### config.mk
export PLATFORM = sky130hd
export DESIGN_NAME = rand_gen
export DESIGN_NICKNAME = d
export VERILOG_FILES = /design/src/rtl/rand_gen.sv
export SDC_FILE = /design/constraint.sdc
export NUM_CORES = 1
export LEC_CHECK = 0
export ABC_AREA = 0
export CAP_MARGIN = 15
export CORE_MARGIN = 2
export CORE_UTILIZATION = 48
export CTS_BUF_LIST = sky130_fd_sc_hd__clkbuf_4 sky130_fd_sc_hd__clkbuf_8
export DETAILED_ROUTE_END_ITERATION = 10
export GPL_TIMING_DRIVEN = 0
export PLACE_DENSITY = 0.78
export SLEW_MARGIN = 30
export SYNTH_ARGS = -nofsm -noshare
export SYNTH_HDL_FRONTEND = slang
export SYNTH_SLANG_ARGS = --single-unit
### constraint.sdc
create_clock -name clock -period 1.25 [get_ports clock]
set_input_delay 0.25 -clock clock [delete_from_list [all_inputs] [get_ports clock]]
set_output_delay 0.25 -clock clock [all_outputs]
set_load 0.01 [all_outputs]
### src/rtl/rand_gen.sv
// rand_gen: Fibonacci LFSR sample generator with req / rnd_valid handshake.
// Optional build macro RAND_RANGE_EN adds range_max and a mod-reduction (REDUCE) stage.
module rand_gen #(
    parameter int               WIDTH             = 16,
    parameter int               SHIFTS_PER_SAMPLE = 8,
    parameter logic [WIDTH-1:0] SEED              = {WIDTH{1'b1}}
) (
    input  logic             clock,
    input  logic             reset,
    input  logic             enable,
    input  logic             req,
    input  logic             seed_load,
    input  logic [WIDTH-1:0] seed_in,
`ifdef RAND_RANGE_EN
    input  logic [WIDTH-1:0] range_max,
`endif
    output logic [WIDTH-1:0] rnd,
    output logic             rnd_valid,
    output logic             busy
);

`ifdef RAND_RANGE_EN
    typedef enum logic [1:0] {IDLE, SHIFT, DONE, REDUCE} state_t;
`else
    typedef enum logic [1:0] {IDLE, SHIFT, DONE} state_t;
`endif

    // Tap masks, bit n-1 set for 1-based tap n.
    localparam logic [31:0] TAP32 = (WIDTH == 8)  ? 32'h0000_00B8 :
                                    (WIDTH == 16) ? 32'h0000_D008 :
                                    (WIDTH == 24) ? 32'h00E1_0000 :
                                                    32'h8020_0003;
    localparam logic [WIDTH-1:0] TAPS = TAP32[WIDTH-1:0];

    state_t           r_state;
    logic [7:0]       r_cnt;
    logic [WIDTH-1:0] r_lfsr;
    logic [WIDTH-1:0] r_rnd;
    logic             r_valid;

    state_t           w_state_nxt;
    logic [7:0]       w_cnt_nxt;
    logic [WIDTH-1:0] w_lfsr_nxt;
    logic [WIDTH-1:0] w_rnd_nxt;
    logic             w_valid_nxt;
    logic [WIDTH-1:0] w_lfsr_step;
    logic [WIDTH-1:0] w_seed_safe;

`ifdef RAND_RANGE_EN
    logic [WIDTH-1:0] r_range;
    logic [WIDTH-1:0] r_div;
    logic [WIDTH-1:0] r_rem;
    logic [WIDTH-1:0] w_range_nxt;
    logic [WIDTH-1:0] w_div_nxt;
    logic [WIDTH-1:0] w_rem_nxt;
    logic [WIDTH:0]   w_trial;
    logic [WIDTH:0]   w_dvsr;
    logic [WIDTH:0]   w_diff;

    // One restoring step: bring in the next dividend bit, subtract if it fits.
    // The remainder stays below the divisor (<= 2^WIDTH), so WIDTH bits hold it.
    assign w_trial = {r_rem, r_div[WIDTH-1]};
    assign w_dvsr  = {1'b0, r_range} + {{WIDTH{1'b0}}, 1'b1};
    assign w_diff  = w_trial - w_dvsr;
`endif

    assign w_lfsr_step = {r_lfsr[WIDTH-2:0], ^(r_lfsr & TAPS)};
    assign w_seed_safe = (seed_in == '0) ? SEED : seed_in;

    always_comb begin
        w_state_nxt = r_state;
        w_cnt_nxt   = r_cnt;
        w_lfsr_nxt  = r_lfsr;
        w_rnd_nxt   = r_rnd;
        w_valid_nxt = 1'b0;
`ifdef RAND_RANGE_EN
        w_range_nxt = r_range;
        w_div_nxt   = r_div;
        w_rem_nxt   = r_rem;
`endif
        if (seed_load) begin
            w_lfsr_nxt  = w_seed_safe;
            w_state_nxt = IDLE;
            w_cnt_nxt   = '0;
        end else begin
            case (r_state)
                IDLE: begin
                    if (req) begin
                        w_cnt_nxt   = 8'(SHIFTS_PER_SAMPLE);
                        w_state_nxt = SHIFT;
`ifdef RAND_RANGE_EN
                        w_range_nxt = range_max;
`endif
                    end
                end
                SHIFT: begin
                    if (enable) begin
                        w_lfsr_nxt = w_lfsr_step;
                        w_cnt_nxt  = r_cnt - 8'd1;
                        if (r_cnt == 8'd1) begin
`ifdef RAND_RANGE_EN
                            w_state_nxt = REDUCE;
                            w_cnt_nxt   = 8'(WIDTH);
                            w_div_nxt   = w_lfsr_step;
                            w_rem_nxt   = '0;
`else
                            w_state_nxt = DONE;
`endif
                        end
                    end
                end
`ifdef RAND_RANGE_EN
                REDUCE: begin
                    w_rem_nxt = (w_trial >= w_dvsr) ? w_diff[WIDTH-1:0] : w_trial[WIDTH-1:0];
                    w_div_nxt = {r_div[WIDTH-2:0], 1'b0};
                    w_cnt_nxt = r_cnt - 8'd1;
                    if (r_cnt == 8'd1) w_state_nxt = DONE;
                end
`endif
                DONE: begin
`ifdef RAND_RANGE_EN
                    w_rnd_nxt = r_rem;
`else
                    w_rnd_nxt = r_lfsr;
`endif
                    w_valid_nxt = 1'b1;
                    w_state_nxt = IDLE;
                end
                default: w_state_nxt = IDLE;
            endcase
        end
    end

    always_ff @(posedge clock) begin
        if (reset) begin
            r_state <= IDLE;
            r_cnt   <= '0;
            r_lfsr  <= SEED;
            r_rnd   <= '0;
            r_valid <= 1'b0;
`ifdef RAND_RANGE_EN
            r_range <= '0;
            r_div   <= '0;
            r_rem   <= '0;
`endif
        end else begin
            r_state <= w_state_nxt;
            r_cnt   <= w_cnt_nxt;
            r_lfsr  <= w_lfsr_nxt;
            r_rnd   <= w_rnd_nxt;
            r_valid <= w_valid_nxt;
`ifdef RAND_RANGE_EN
            r_range <= w_range_nxt;
            r_div   <= w_div_nxt;
            r_rem   <= w_rem_nxt;
`endif
        end
    end

    assign rnd       = r_rnd;
    assign rnd_valid = r_valid;
    assign busy      = (r_state != IDLE);

endmodule

==> results of run 1 <==
[state kept, by name, summed over array words and instances, names as in the netlist]
name and cells:
rnd 16, rnd_valid 1, r_lfsr 16, r_state 2
r_cnt 8
[critical path, cell delays in order (launching register included)]
cell and delay [ns]:
dfxtp_4 0.43, buf_12 0.13, nand2b_4 0.05, or2_1 0.21
buf_6 0.15, buf_12 0.14, nand2_2 0.06, a21oi_2 0.05
[layer usage]
layer  GRT usage  share of wire
met1       0.282           0.42
met2       0.375           0.52
met3      0.0400          0.044
met4      0.0663          0.014
met5           0              0
[stage by stage]
step                      setup TNS [ns]  setup WS (ns)
final                              -2.11         -0.101
after global routing               -4.07         -0.156
after CTS                          -1.86         -0.134
after global placement            -17.38         -0.575
after floorplan                   -0.356        -0.0356
after detailed placement          -18.26         -0.603
[synth_stat cells (all sizes together)]
library cell  count  area, um^2
nand2            51         216
dfxtp            43         861
a21oi            19         133
a221oi           15         131
o21ai            15        75.1
nor2             13        56.3
buf              11        85.1
nor4              8        56.3
xor2              7        61.3
inv               4        15.0
nand3             4        20.0
clkbuf            3        11.3
nor3              3        20.0
ha                2        25.0
nand4             2        12.5
nor4b             2        17.5
or2               2        12.5
xnor2             2        17.5
a31oi             1        21.3
a41oi             1        8.76
and4              1        8.76
mux2              1        11.3
nand2b            1        13.8
nor3b             1        12.5
nor4bb            1        25.0
o21a              1        7.51
o22ai             1        6.26
[kinds of logic (layout without fill, tap and decap cells)]
| group | Yosys count | after routing |
|---|---|---|
| and+or+nand+nor | 89 | 89 |
| DFF | 43 | 43 |
| AOI/OAI and AO/OA | 53 | 53 |
| adders and majority gates | 2 | 2 |
| muxes | 1 | 1 |
| buffers and inverters | 18 | 79 |
| xor gates and xnor gates | 9 | 9 |
[power breakdown]
| part | switching [W] | internal (W) |
|---|---|---|
| Clock | 0.000466 | 0.000434 |
| Sequential | 0.0000813 | 0.00142 |
| Combinational | 0.000186 | 0.000180 |
[cell usage in the layout, fill, tap and decap left out, drive strengths merged]
cell type,count
nor3b,1
ha,2
buf,27
clkdlybuf4s50,4
or2,2
dfxtp,43
nor4b,2
nand2,51
inv,4
a31oi,1
o21ai,15
dlygate4sd2,31
a221oi,15
nand3,4
and4,1
clkinv,1
nor3,3
nor4bb,1
nand2b,1
o22ai,1
a41oi,1
nand4,2
mux2,1
clkbuf,10
a21oi,19
xor2,7
nor4,8
xnor2,2
o21a,1
dlymetal6s2s,2
nor2,13
[timing repair]
action | in CTS | in global routing
endpoints found under the setup margin | 54 | 44
buffers inserted | 8 | 6
gates resized for setup | 81 | 19
hold endpoints to repair | 0 | 0
cloned | 3 | 1
pin swaps | 45 | 25
[final timing paths]
kind	end	startpoint	depth (start not counted)
min	r_lfsr[15]$_SDFFE_PP1P_	seed_in[15]	3
max reg2reg	rnd[0]$_SDFFE_PP0P_	r_state[1]$_SDFFE_PP0P_	7
min reg2reg	rnd[15]$_SDFFE_PP0P_	rnd[15]$_SDFFE_PP0P_	2
max	rnd[0]$_SDFFE_PP0P_	r_state[1]$_SDFFE_PP0P_	7
[area by class of cell]
class	instances	share of cell area
multi-input cells	154	0.414
flip-flops and latches	43	0.307
repair buffers	55	0.180
plain buffers	13	0.0400
clock buffers	6	0.0290
well taps	50	0.0220
inverters	4	0.00616
clock inverters	1	0.00176
==> impl_metrics.csv, run 1 <==
group,metric,value,unit
cts,htree_levels,2,
die,core,3940,um^2
run,drv_cap,0,
drt,firstDrtPassIters,4,
timing,max_freq,740,MHz
placement,place.gp.congestion,0.897,
cells_and_area,multi_input_area,1180,um^2
pwr,irDropWorstVdd,0.000630,V
logic_synthesis,netlist_instances,215,
logic_synthesis,syn_area_per_cell,9.03,um^2
timing,drv_slew,0,
logic_synthesis,yosysUniqueCellTypes,36,
logic_synthesis,synthMuxAreaShare,0.00580,
cts,clk_pin_slew_worst_paths,0.08,ns
cells_and_area,regArea,872,um^2
drt,antenna_left,0,
grt,grt_pass1_wl,7.61,mm
grt,antenna_found_initial,0,
cts,cts.sinks,43,
pwr,p_leak,1.15,nW
min_path,holdCritPathClass,"input port to flip-flop",
die,die-area,4570,um^2
die,start_util,0.493,
placement,place_area,2380,um^2
drt,drc,0,
drt,first_iter_violations,65,
grt,grt_max_degree,13,
timing,fin_crit,1.35,ns
cts,cts_tree,"built",
cts,ctsRootBufferMaster,"clkbuf_8",
cells_and_area,nFillCells,266,
die,io_pins,39,
grt,grt_pass1_vias,1623,
die,die_x,67.6,um
die,die_y,67.6,um
logic_synthesis,synth-simple-area-share,0.243,
cells_and_area,drive_gt1_frac,0.344,
logic_synthesis,syn-cell-area,1940,um^2
grt,grt_use_total,0.220,
critical_path,r2r_setup_slack,-0.10,ns
run_status,outcome,"finished, violations left",
cells_and_area,synthToLayoutAreaGrowth,46.5,%
die,rows,23,
logic_synthesis,ys_seq_elements,43,
logic_synthesis,synth-compound-area-share,0.197,
critical_path,crit_fanout,5,
run_status,violations,"negative setup slack",
cells_and_area,antenna_cells,0,
cts,cts_made_buffers,5,
pwr,total_power,0.00277,W
timing,finalWorstSetupSlack,-0.101,ns
drt,wl,5.14,mm
timing,worst_pin_slew,0.664,ns
drt,vias,1770,
cts,hold_buffers,0,
cts,clockBufferDepth,2,
logic_synthesis,yosysWarnings,0,
timing,rsz0062_at_grt,"yes",
cells_and_area,nNetsFinal,299,
cells_and_area,fin_cells,326,
cells_and_area,utilization,0.722,
drt,wl_per_cell,15.8,um
logic_synthesis,yosysSeqAreaShare,0.443,
logic_synthesis,synth_adder_area_share,0.0129,
grt,overflow,0,
placement,dp_hpwl,3.10,mm
timing,slew_headroom,0.557,
critical_path,cp-end-kind,"flip-flop",
cts,clkLatencyLatePin,0.30,ns
timing,setup_violations,32,
timing,clock_skew,0.00412,ns
drt,routed_via_density,5.43,
critical_path,crit_required,1.41,ns
pwr,power_density,972,nW/um^2
timing,period_share,1.08,
logic_synthesis,synth_fp_nets,238,
placement,io_buffers,37,
logic_synthesis,synthXorXnorAreaFrac,0.0406,
timing,hold_ws,0.256,ns
timing,hold_viol_final,0,
cells_and_area,fin_area,2850,um^2
critical_path,worstSetupPathType,"flip-flop to flip-flop",
critical_path,cp-start-kind,"flip-flop",
placement,dpl.cell_count,302,
critical_path,crit_arrival,1.51,ns
logic_synthesis,synth_top_family_by_area,"simple AND/OR/NAND/NOR gates",
(Power assumes the default switching activity.)
==> run 2: changes to the inputs <==
Settings changed: CORE_UTILIZATION 48 to 57, DONT_BUFFER_PORTS set to 1, PLACE_DENSITY 0.78 to 0.75, REMOVE_ABC_BUFFERS set to 1.
==> impl_metrics.csv, run 2 (synthesized netlist as in run 1, its figures left out) <==
group,metric,value,unit
cells_and_area,nNetsFinal,240,
critical_path,r2r_start,"r_cnt[3]$_SDFFE_PP0P_",
min_path,holdCritPathClass,"input port to flip-flop",
timing,drv_slew,0,
grt,grt_pass1_wl,6.62,mm
timing,clock_skew,0.0119,ns
drt,drc,0,
die,rows,21,
drt,wl_per_cell,15.8,um
run,drv_cap,0,
timing,setup_tns,-0.0436,ns
cts,clockBufferDepth,2,
critical_path,endpoint,"r_state[0]$_SDFFE_PP0P_",
timing,finalWorstSetupSlack,-0.0436,ns
critical_path,worstReg2RegEnd,"r_state[0]$_SDFFE_PP0P_",
cts,cts_made_buffers,5,
placement,place_area,1900,um^2
grt,overflow,0,
die,die-area,3890,um^2
die,core,3310,um^2
critical_path,crit_fanout,5,
die,die_x,62.4,um
critical_path,cp-startpoint,"r_cnt[3]$_SDFFE_PP0P_",
grt,antenna_found_initial,0,
drt,routed_via_density,6.09,
cells_and_area,fin_area,2190,um^2
timing,hold_ws,-0.0508,ns
pwr,p_leak,0.758,nW
cts,ctsRootBufferMaster,"clkbuf_4",
timing,setup_violations,1,
run_status,outcome,"finished, violations left",
placement,place.gp.congestion,0.791,
placement,dp_hpwl,2.76,mm
timing,hold_viol_final,28,
drt,vias,1607,
critical_path,crit_required,1.49,ns
drt,antenna_left,0,
cells_and_area,final_common_cell,"nand2_1",
critical_path,cp-start-kind,"flip-flop",
grt,grt_use_total,0.214,
grt,grt_max_degree,37,
grt,grt_pass1_vias,1496,
drt,firstDrtPassIters,4,
timing,worst_pin_slew,0.444,ns
critical_path,r2r_setup_slack,-0.04,ns
pwr,irDropWorstVdd,0.000639,V
critical_path,worstSetupPathType,"flip-flop to flip-flop",
min_path,min_path_cells,1,
cts,cts.sinks,43,
cts,htree_levels,2,
die,start_util,0.587,
critical_path,ff2ff_path_depth,4,
critical_path,crit_arrival,1.54,ns
placement,io_buffers,0,
drt,first_iter_violations,108,
cells_and_area,drive_gt1_frac,0.312,
timing,slew_headroom,0.704,
drt,wl,4.18,mm
cts,clk_pin_slew_worst_paths,0.13,ns
timing,rsz0062_at_grt,"yes",
cells_and_area,final_cell_mix,"nand2_1, dfxtp_1, o21ai_0",
timing,fin_crit,1.29,ns
pwr,power_density,1090,nW/um^2
timing,max_freq,773,MHz
critical_path,cp-end-kind,"flip-flop",
die,io_pins,39,
cells_and_area,synthToLayoutAreaGrowth,12.6,%
cells_and_area,antenna_cells,0,
timing,period_share,1.03,
cts,cts_tree,"built",
run_status,violations,"negative hold slack, negative setup slack",
cts,clkLatencyLatePin,0.35,ns
die,die_y,62.4,um
[run 2: how the worst min path moves through the flow]
| stage | from | to | slack, ns |
|---|---|---|---|
| finish | reset | rnd[10]$_SDFFE_PP0P_ | -0.05 |
| floorplan | reset | rnd[0]$_SDFFE_PP0P_ | 0.31 |
| global placement | reset | rnd[1]$_SDFFE_PP0P_ | 0.32 |
| global route | reset | rnd[0]$_SDFFE_PP0P_ | -0.09 |
| detailed placement | reset | rnd[13]$_SDFFE_PP0P_ | 0.32 |
| CTS | reset | rnd[10]$_SDFFE_PP0P_ | -0.06 |
[run 2: area by class of cell]
cell class,count,area [um^2]
inverters,4,20.0
clock inverters,3,15.0
well taps,46,57.6
clock buffers,5,37.5
repair buffers,9,87.6
multi-input cells,154,1100
flip-flops and latches,43,870
fillers,280,1120
[run 2: where the power goes]
group / total (W) / internal, W / leakage [nW] / switching (W)
clock network: 0.000654 / 0.000210 / 0.0347 / 0.000444
logic: 0.000241 / 0.000132 / 0.370 / 0.000109
registers: 0.00149 / 0.00142 / 0.354 / 0.0000682
total: 0.00238 / 0.00176 / 0.758 / 0.000622
[run 2: routing by layer]
| metal | global-route usage | vias up | wire, um |
|---|---|---|---|
| li1 | - | 765 | - |
| met1 | 0.238 | 777 | 1750 |
| met2 | 0.379 | 53 | 2090 |
| met3 | 0.0598 | 12 | 225 |
| met4 | 0.100 | 0 | 105 |
| met5 | 0 | - | 0 |
[run 2: repair_timing]
action | in CTS | in global routing
resized for setup | 9 | 25
pin swaps | 1 | 2
hold endpoints to repair | 26 | 31
setup endpoints to repair | 42 | 27
setup buffers | 6 | 3
[run 2: through the flow]
step	cells	power, W	utilization	setup WS, ns	hold slack (ns)
finish	264	0.00238	0.660	-0.0436	-0.0508
global route	264	0.00251	0.660	-0.0644	-0.0909
CTS	261	0.00234	0.611	-0.00387	-0.0632
detailed placement	247	0.00169	0.575	-0.495	0.316
global placement	247	0.00168	0.575	-0.369	0.316
floorplan	201	0.00165	-	-0.173	0.312
[run 2: worst max-delay path, stage by stage, from the launching register on]
cell     delay (ns)
dfxtp_1        0.39
nor4_2         0.41
nand3_1        0.18
o22ai_1        0.15
nor3_1         0.06
